--- config.mk ---
export PLATFORM = sky130hd
export DESIGN_NAME = fft_frame_scheduler
export DESIGN_NICKNAME = d
export VERILOG_FILES = /design/src/rtl/fft_pkg.sv /design/src/rtl/fft_tag_fifo.sv /design/src/rtl/fft_frame_scheduler.sv
export SDC_FILE = /design/constraint.sdc
export NUM_CORES = 1
export LEC_CHECK = 0
export ABC_AREA = 1
export CELL_PAD_IN_SITES_DETAIL_PLACEMENT = 0
export CELL_PAD_IN_SITES_GLOBAL_PLACEMENT = 1
export CORE_MARGIN = 4
export CORE_UTILIZATION = 26
export CTS_CLUSTER_DIAMETER = 200
export CTS_CLUSTER_SIZE = 30
export DETAILED_ROUTE_END_ITERATION = 12
export PLACE_DENSITY_LB_ADDON = 0.25
export SLEW_MARGIN = 20
export SYNTH_ARGS = -nofsm -noshare
export SYNTH_HDL_FRONTEND = slang
export SYNTH_SLANG_ARGS = --single-unit
--- constraint.sdc ---
create_clock -name clk_in -period 1.5 [get_ports clk_in]
set_clock_uncertainty 0.05 [all_clocks]
set_input_delay 0.375 -clock clk_in [delete_from_list [all_inputs] [get_ports clk_in]]
set_output_delay 0.375 -clock clk_in [all_outputs]
set_load 0.02 [all_outputs]
--- src/rtl/fft_pkg.sv ---
// Shared types and defaults for the FFT frame scheduler.
package fft_pkg;

    typedef enum logic [1:0] {
        StIdle,
        StConfig,
        StStream
    } fft_state_e;

    localparam int unsigned FWD_INV_BIT       = 0;
    localparam int unsigned DEFAULT_NFFT_LOG2 = 6;
    localparam int unsigned DEFAULT_DW        = 8;

endpackage

--- src/rtl/fft_tag_fifo.sv ---
// Small FIFO of requester IDs for frames in flight through the FFT core.
module fft_tag_fifo #(
    parameter int unsigned Width = 1,
    parameter int unsigned Depth = 4
) (
    input  logic             clk_i,
    input  logic             rst_ni,
    input  logic             push_i,
    input  logic [Width-1:0] wdata_i,
    input  logic             pop_i,
    output logic [Width-1:0] rdata_o,
    output logic             full_o,
    output logic             empty_o
);

    localparam int unsigned PtrW = (Depth > 1) ? $clog2(Depth) : 1;
    localparam int unsigned CntW = PtrW + 1;

    logic [Width-1:0] mem_q [Depth];
    logic [PtrW-1:0]  wptr_q, wptr_d;
    logic [PtrW-1:0]  rptr_q, rptr_d;
    logic [CntW-1:0]  cnt_q, cnt_d;
    logic             push_en, pop_en;

    assign empty_o = (cnt_q == '0);
    assign full_o  = (cnt_q == CntW'(Depth));
    // Pop on empty is dropped; push on full is allowed only if a pop frees the slot.
    assign pop_en  = pop_i & ~empty_o;
    assign push_en = push_i & (~full_o | pop_en);
    assign rdata_o = empty_o ? '0 : mem_q[rptr_q];

    always_comb begin
        wptr_d = wptr_q;
        rptr_d = rptr_q;
        cnt_d  = cnt_q;
        if (push_en) begin
            wptr_d = wptr_q + PtrW'(1);
        end
        if (pop_en) begin
            rptr_d = rptr_q + PtrW'(1);
        end
        unique case ({push_en, pop_en})
            2'b10:   cnt_d = cnt_q + CntW'(1);
            2'b01:   cnt_d = cnt_q - CntW'(1);
            default: cnt_d = cnt_q;
        endcase
    end

    always_ff @(posedge clk_i or negedge rst_ni) begin
        if (!rst_ni) begin
            wptr_q <= '0;
            rptr_q <= '0;
            cnt_q  <= '0;
        end else begin
            wptr_q <= wptr_d;
            rptr_q <= rptr_d;
            cnt_q  <= cnt_d;
        end
    end

    always_ff @(posedge clk_i) begin
        if (push_en) begin
            mem_q[wptr_q] <= wdata_i;
        end
    end

endmodule

--- src/rtl/fft_frame_scheduler.sv ---
// Round-robin scheduler sharing one streaming FFT core between two frame requesters.
module fft_frame_scheduler
    import fft_pkg::*;
#(
    parameter int unsigned NFFT_LOG2 = DEFAULT_NFFT_LOG2,
    parameter int unsigned DW        = DEFAULT_DW,
    parameter int unsigned TAG_DEPTH = 4
) (
    input  logic            clk_in,
    input  logic            rst_n,
    input  logic [2*DW-1:0] s0_tdata,
    input  logic            s0_tvalid,
    input  logic            s0_inverse,
    output logic            s0_tready,
    input  logic [2*DW-1:0] s1_tdata,
    input  logic            s1_tvalid,
    input  logic            s1_inverse,
    output logic            s1_tready,
    output logic [7:0]      cfg_tdata,
    output logic            cfg_tvalid,
    input  logic            cfg_tready,
    output logic [2*DW-1:0] fft_tdata,
    output logic            fft_tvalid,
    input  logic            fft_tready,
    output logic            fft_tlast,
    input  logic            res_tvalid,
    input  logic            res_tready,
    input  logic            res_tlast,
    output logic            res_tag,
    output logic            res_tag_valid,
    output logic            frame_done
);

    localparam logic [NFFT_LOG2-1:0] LastBeat = '1;

    fft_state_e           state_q, state_d;
    logic                 owner_q, owner_d;
    logic                 fwd_inv_q, fwd_inv_d;
    logic                 rr_q, rr_d;
    logic [NFFT_LOG2-1:0] cnt_q, cnt_d;
    logic                 frame_done_q, frame_done_d;
    logic                 grant;
    logic                 tag_push, tag_pop, tag_full, tag_empty;

    assign tag_pop       = res_tvalid & res_tready & res_tlast;
    assign res_tag_valid = ~tag_empty;
    assign frame_done    = frame_done_q;

    fft_tag_fifo #(
        .Width(1),
        .Depth(TAG_DEPTH)
    ) u_tag_fifo (
        .clk_i  (clk_in),
        .rst_ni (rst_n),
        .push_i (tag_push),
        .wdata_i(owner_q),
        .pop_i  (tag_pop),
        .rdata_o(res_tag),
        .full_o (tag_full),
        .empty_o(tag_empty)
    );

    always_comb begin
        state_d      = state_q;
        owner_d      = owner_q;
        fwd_inv_d    = fwd_inv_q;
        rr_d         = rr_q;
        cnt_d        = cnt_q;
        frame_done_d = 1'b0;
        grant        = 1'b0;
        tag_push     = 1'b0;
        cfg_tvalid   = 1'b0;
        cfg_tdata    = '0;
        fft_tdata    = '0;
        fft_tvalid   = 1'b0;
        fft_tlast    = 1'b0;
        s0_tready    = 1'b0;
        s1_tready    = 1'b0;

        unique case (state_q)
            StIdle: begin
                if (!tag_full && (s0_tvalid || s1_tvalid)) begin
                    // rr_q holds the last owner, so a tie goes to the other requester.
                    grant     = (s0_tvalid && s1_tvalid) ? ~rr_q : s1_tvalid;
                    owner_d   = grant;
                    fwd_inv_d = grant ? ~s1_inverse : ~s0_inverse;
                    state_d   = StConfig;
                end
            end
            StConfig: begin
                cfg_tvalid             = 1'b1;
                cfg_tdata[FWD_INV_BIT] = fwd_inv_q;
                if (cfg_tready) begin
                    tag_push = 1'b1;
                    state_d  = StStream;
                end
            end
            StStream: begin
                fft_tdata  = owner_q ? s1_tdata : s0_tdata;
                fft_tvalid = owner_q ? s1_tvalid : s0_tvalid;
                fft_tlast  = (cnt_q == LastBeat);
                s0_tready  = ~owner_q & fft_tready;
                s1_tready  = owner_q & fft_tready;
                if (fft_tvalid && fft_tready) begin
                    cnt_d = cnt_q + NFFT_LOG2'(1);
                    if (fft_tlast) begin
                        frame_done_d = 1'b1;
                        rr_d         = owner_q;
                        state_d      = StIdle;
                    end
                end
            end
            default: state_d = StIdle;
        endcase
    end

    always_ff @(posedge clk_in or negedge rst_n) begin
        if (!rst_n) begin
            state_q      <= StIdle;
            owner_q      <= 1'b0;
            fwd_inv_q    <= 1'b0;
            rr_q         <= 1'b1;
            cnt_q        <= '0;
            frame_done_q <= 1'b0;
        end else begin
            state_q      <= state_d;
            owner_q      <= owner_d;
            fwd_inv_q    <= fwd_inv_d;
            rr_q         <= rr_d;
            cnt_q        <= cnt_d;
            frame_done_q <= frame_done_d;
        end
    end

endmodule

==> impl_results.md <==
- Sw frac: 44.5%
- Pre-CTS setup slack: -0.679 ns
- Total negative slack: -5.30 ns
- Tmin final: 1.76 ns
- Area growth from synthesis to layout: 104%
- Final hold vios: 0
- Initial antenna violation count: 0
- Post-synthesis mux area share: 0%
- Reg2reg end: u_tag_fifo.cnt_q[1]
- Area leader, netlist: dfrtp_1
- Worst reg2reg setup slack: -0.15 ns
- Dpl hpwl: 3480 um
- Mean post-synth cell area: 7.76 um^2
- Mapped Cells: 205
- Failing checks: negative setup slack
- CTS clock-pin slew for the worst setup and hold paths: 0.08 ns
- Pre-antenna DRT Iters: 4
- Switching power: 2.32 mW
- CTS root buf: clkbuf_8
- Worst R2R Path Depth: 9
- CTS buffer count: 3
- Share of layout cells above drive strength 1: 49.2%
- Vias per cell: 4.22
- Crit path launch type: flip-flop
- Sequential cell fraction of total power: 20.2%
- CP required: 1.07 ns
- GRT Overall Usage: 12.5%
- Worst setup margin: -0.257 ns
- CP endpoint kind: output port
- Vias in the first global route: 1704
- Violation count after the first detailed-route iteration: 24
- IO Count: 75
- Synth Area in Adders: 5.19%
- Final ANT Viol Nets: 0
- Port buffer count: 67
- Post-synthesis cell area: 1590 um^2
- Clock Power Share: 7.4%
- Die Y: 86.2 um
- Unrepaired setup endpoints after global routing: yes
- Hold_buf cts: 0
- Die span in x: 86.2 um
- Power after layout: 5.21 mW
- Critical-path maximum fanout: 7
- Max-slew violations: 0
- Number of max-cap violations: 0
- Crit Path Class: reg2out
- GP Congestion: 0.792
- Combinational power share: 72.4%
- Full die area: 7440 um^2
- CTS tree: done
- Leak Pwr: 1.48 nW
- Drt drc: 0
- F_max: 0.569 GHz
- Antenna diodes: 0
- Final nets: 369
- Outcome: finished, violations left
- Post-synthesis sequential area ratio: 37.5%
- H-tree depth: 1
- Via count: 1663
- P per Cell Area: 1600 nW/um^2
- YS warnings: 0
- Clock tree sinks: 23
- Worst r2r src: state_q[1]
- Critical Path End: fft_tdata[4]
- Clk_lat worst skew: 0.26 ns
- Arrival time at the worst endpoint: 1.33 ns
- #FFs+latches synth: 23
- Largest family of logic cells by synthesized area: simple AND/OR/NAND/NOR gates
- Routed wire length: 4770 um
- VDD IR max: 0.873 mV
- First-pass GRT wire length: 7590 um
- Cell Rows: 28
- Fillers: 553
- WL/cell: 12.1 um
- Post-Synth Simple-Gate Area: 27.4%
- Final Setup Violations: 30
- Overflow after GRT: 0
- Final period util: 117%
- Clock Path Buffers: 2
- Top-area cell type share of the netlist area: 28.3%
- Hold/Removal Path Class: in2async
- Starting Density: 26.9%
- Post-synthesis compound-gate area fraction: 12.3%
- Synth area leaders: dfrtp_1 28%, nand2_1 13%, edfxtp_1 7.5%
- Core Area: 5920 um^2
- Largest net degree at the start of global routing: 20
- Beginning of the critical path: state_q[0]
- Post-synth cell types: 35
- XOR/XNOR Fraction of Synth Area: 4.40%
- Commonest non-fill, non-tap cells in the layout: 39 x clkdlybuf4s50_1, 39 x buf_4, 31 x nand2_1, 26 x buf_6, 20 x inv_1
- Int Power: 2.89 mW
-- worst max-delay path: stages (launching register included) --
cell and delay [ns]:
dfrtp_1 0.40, inv_2 0.07, nand2_4 0.07, buf_12 0.16, buf_12 0.13, a21oi_2 0.09, buf_4 0.14
-- cell type report --
class	count	area (um^2)	area share, %
Timing Repair Buffer	115	1160	35.6
Clock buffer	4	45.0	1.39
Inverter	30	145	4.46
Multi-Input combinational cell	146	1190	36.7
Timing Repair inverter	1	16.3	0.500
Sequential cell	23	598	18.4
Tap cell	75	93.8	2.89
-- cell families after synthesis --
family,count (synthesis)
buffers and inverters,42
AO/OA/AOI/OAI,32
XOR/XNOR,8
flip-flops,23
AND/OR/NAND/NOR,93
other,1
adder cells (fa/ha/maj),6
-- cells in the mapped netlist --
cell	number
nand4_1	3
nor2_2	3
nand3_2	3
buf_4	8
edfxtp_1	4
inv_4	1
o211ai_1	1
nor4_1	1
fa_1	1
inv_2	1
nor2_4	1
o22ai_1	1
o21ai_4	2
xor2_1	6
inv_1	28
nor2_8	1
buf_6	2
a21oi_1	19
a21boi_0	1
nand2_1	55
buf_2	2
dfstp_2	1
o21ai_1	1
xnor2_1	2
o21ai_2	1
o21ai_0	5
conb_1	1
dfrtp_1	18
o21a_1	1
nand3_1	4
nor3_1	1
nand2_2	5
nor2_1	15
nand2_4	1
ha_1	5
-- power by group through the flow --
stage / registers (mW) / clock network [mW] / logic (mW)
after floorplan: 1.03 / 0 / 1.58
after CTS: 1.03 / 0.407 / 3.28
after detailed placement: 1.04 / 0 / 2.79
final: 1.05 / 0.388 / 3.77
after global routing: 1.08 / 0.436 / 4.10
after global placement: 1.03 / 0 / 2.77
-- per-layer routing --
layer  global-route usage [%]  part of all wire (%)  up-vias
met5                        0                     0        -
met1                     16.3                    43      762
met3                     3.33                   5.3        2
met4                     1.27                  0.48        0
li1                         -                     -      861
met2                     21.4                    51       38
-- stage by stage --
step	cell area [um^2]	hold WS (ns)	instances	util, %
2_1_floorplan	1760	0.0294	211	-
3_3_place_gp	2750	0.416	379	46.4
3_5_place_dp	2750	0.427	379	46.4
4_1_cts	2970	0.415	390	50.2
5_1_grt	3250	0.425	394	54.9
6_report	3250	0.405	394	54.9
-- worst min-delay path by stage --
stage                      endpoint  slack (ns)  cells after the start
6_report       u_tag_fifo.rptr_q[0]        0.41                      2
5_1_grt                    cnt_q[5]        0.43                      2
4_1_cts        u_tag_fifo.rptr_q[0]        0.42                      2
3_5_place_dp                   rr_q        0.43                      2
3_3_place_gp                   rr_q        0.42                      2
2_1_floorplan              cnt_q[0]        0.03                      0
-- what timing repair did --
action | CTS | global route
endpoints found under the setup margin | 36 | 41
buffers inserted | 5 | 7
gates resized for setup | 179 | 61
cloned | 2 | 0
pin swaps | 16 | 25
-- registers in the layout, indices dropped and copies added, names as in the netlist --
register,flops
cnt_q,6
frame_done,1
fwd_inv_q,1
owner_q,1
rr_q,1
state_q,2
u_tag_fifo.cnt_q,3
u_tag_fifo.mem_q,4
u_tag_fifo.rptr_q,2
u_tag_fifo.wptr_q,2
Note: power is estimated with default switching activity, not from simulation.
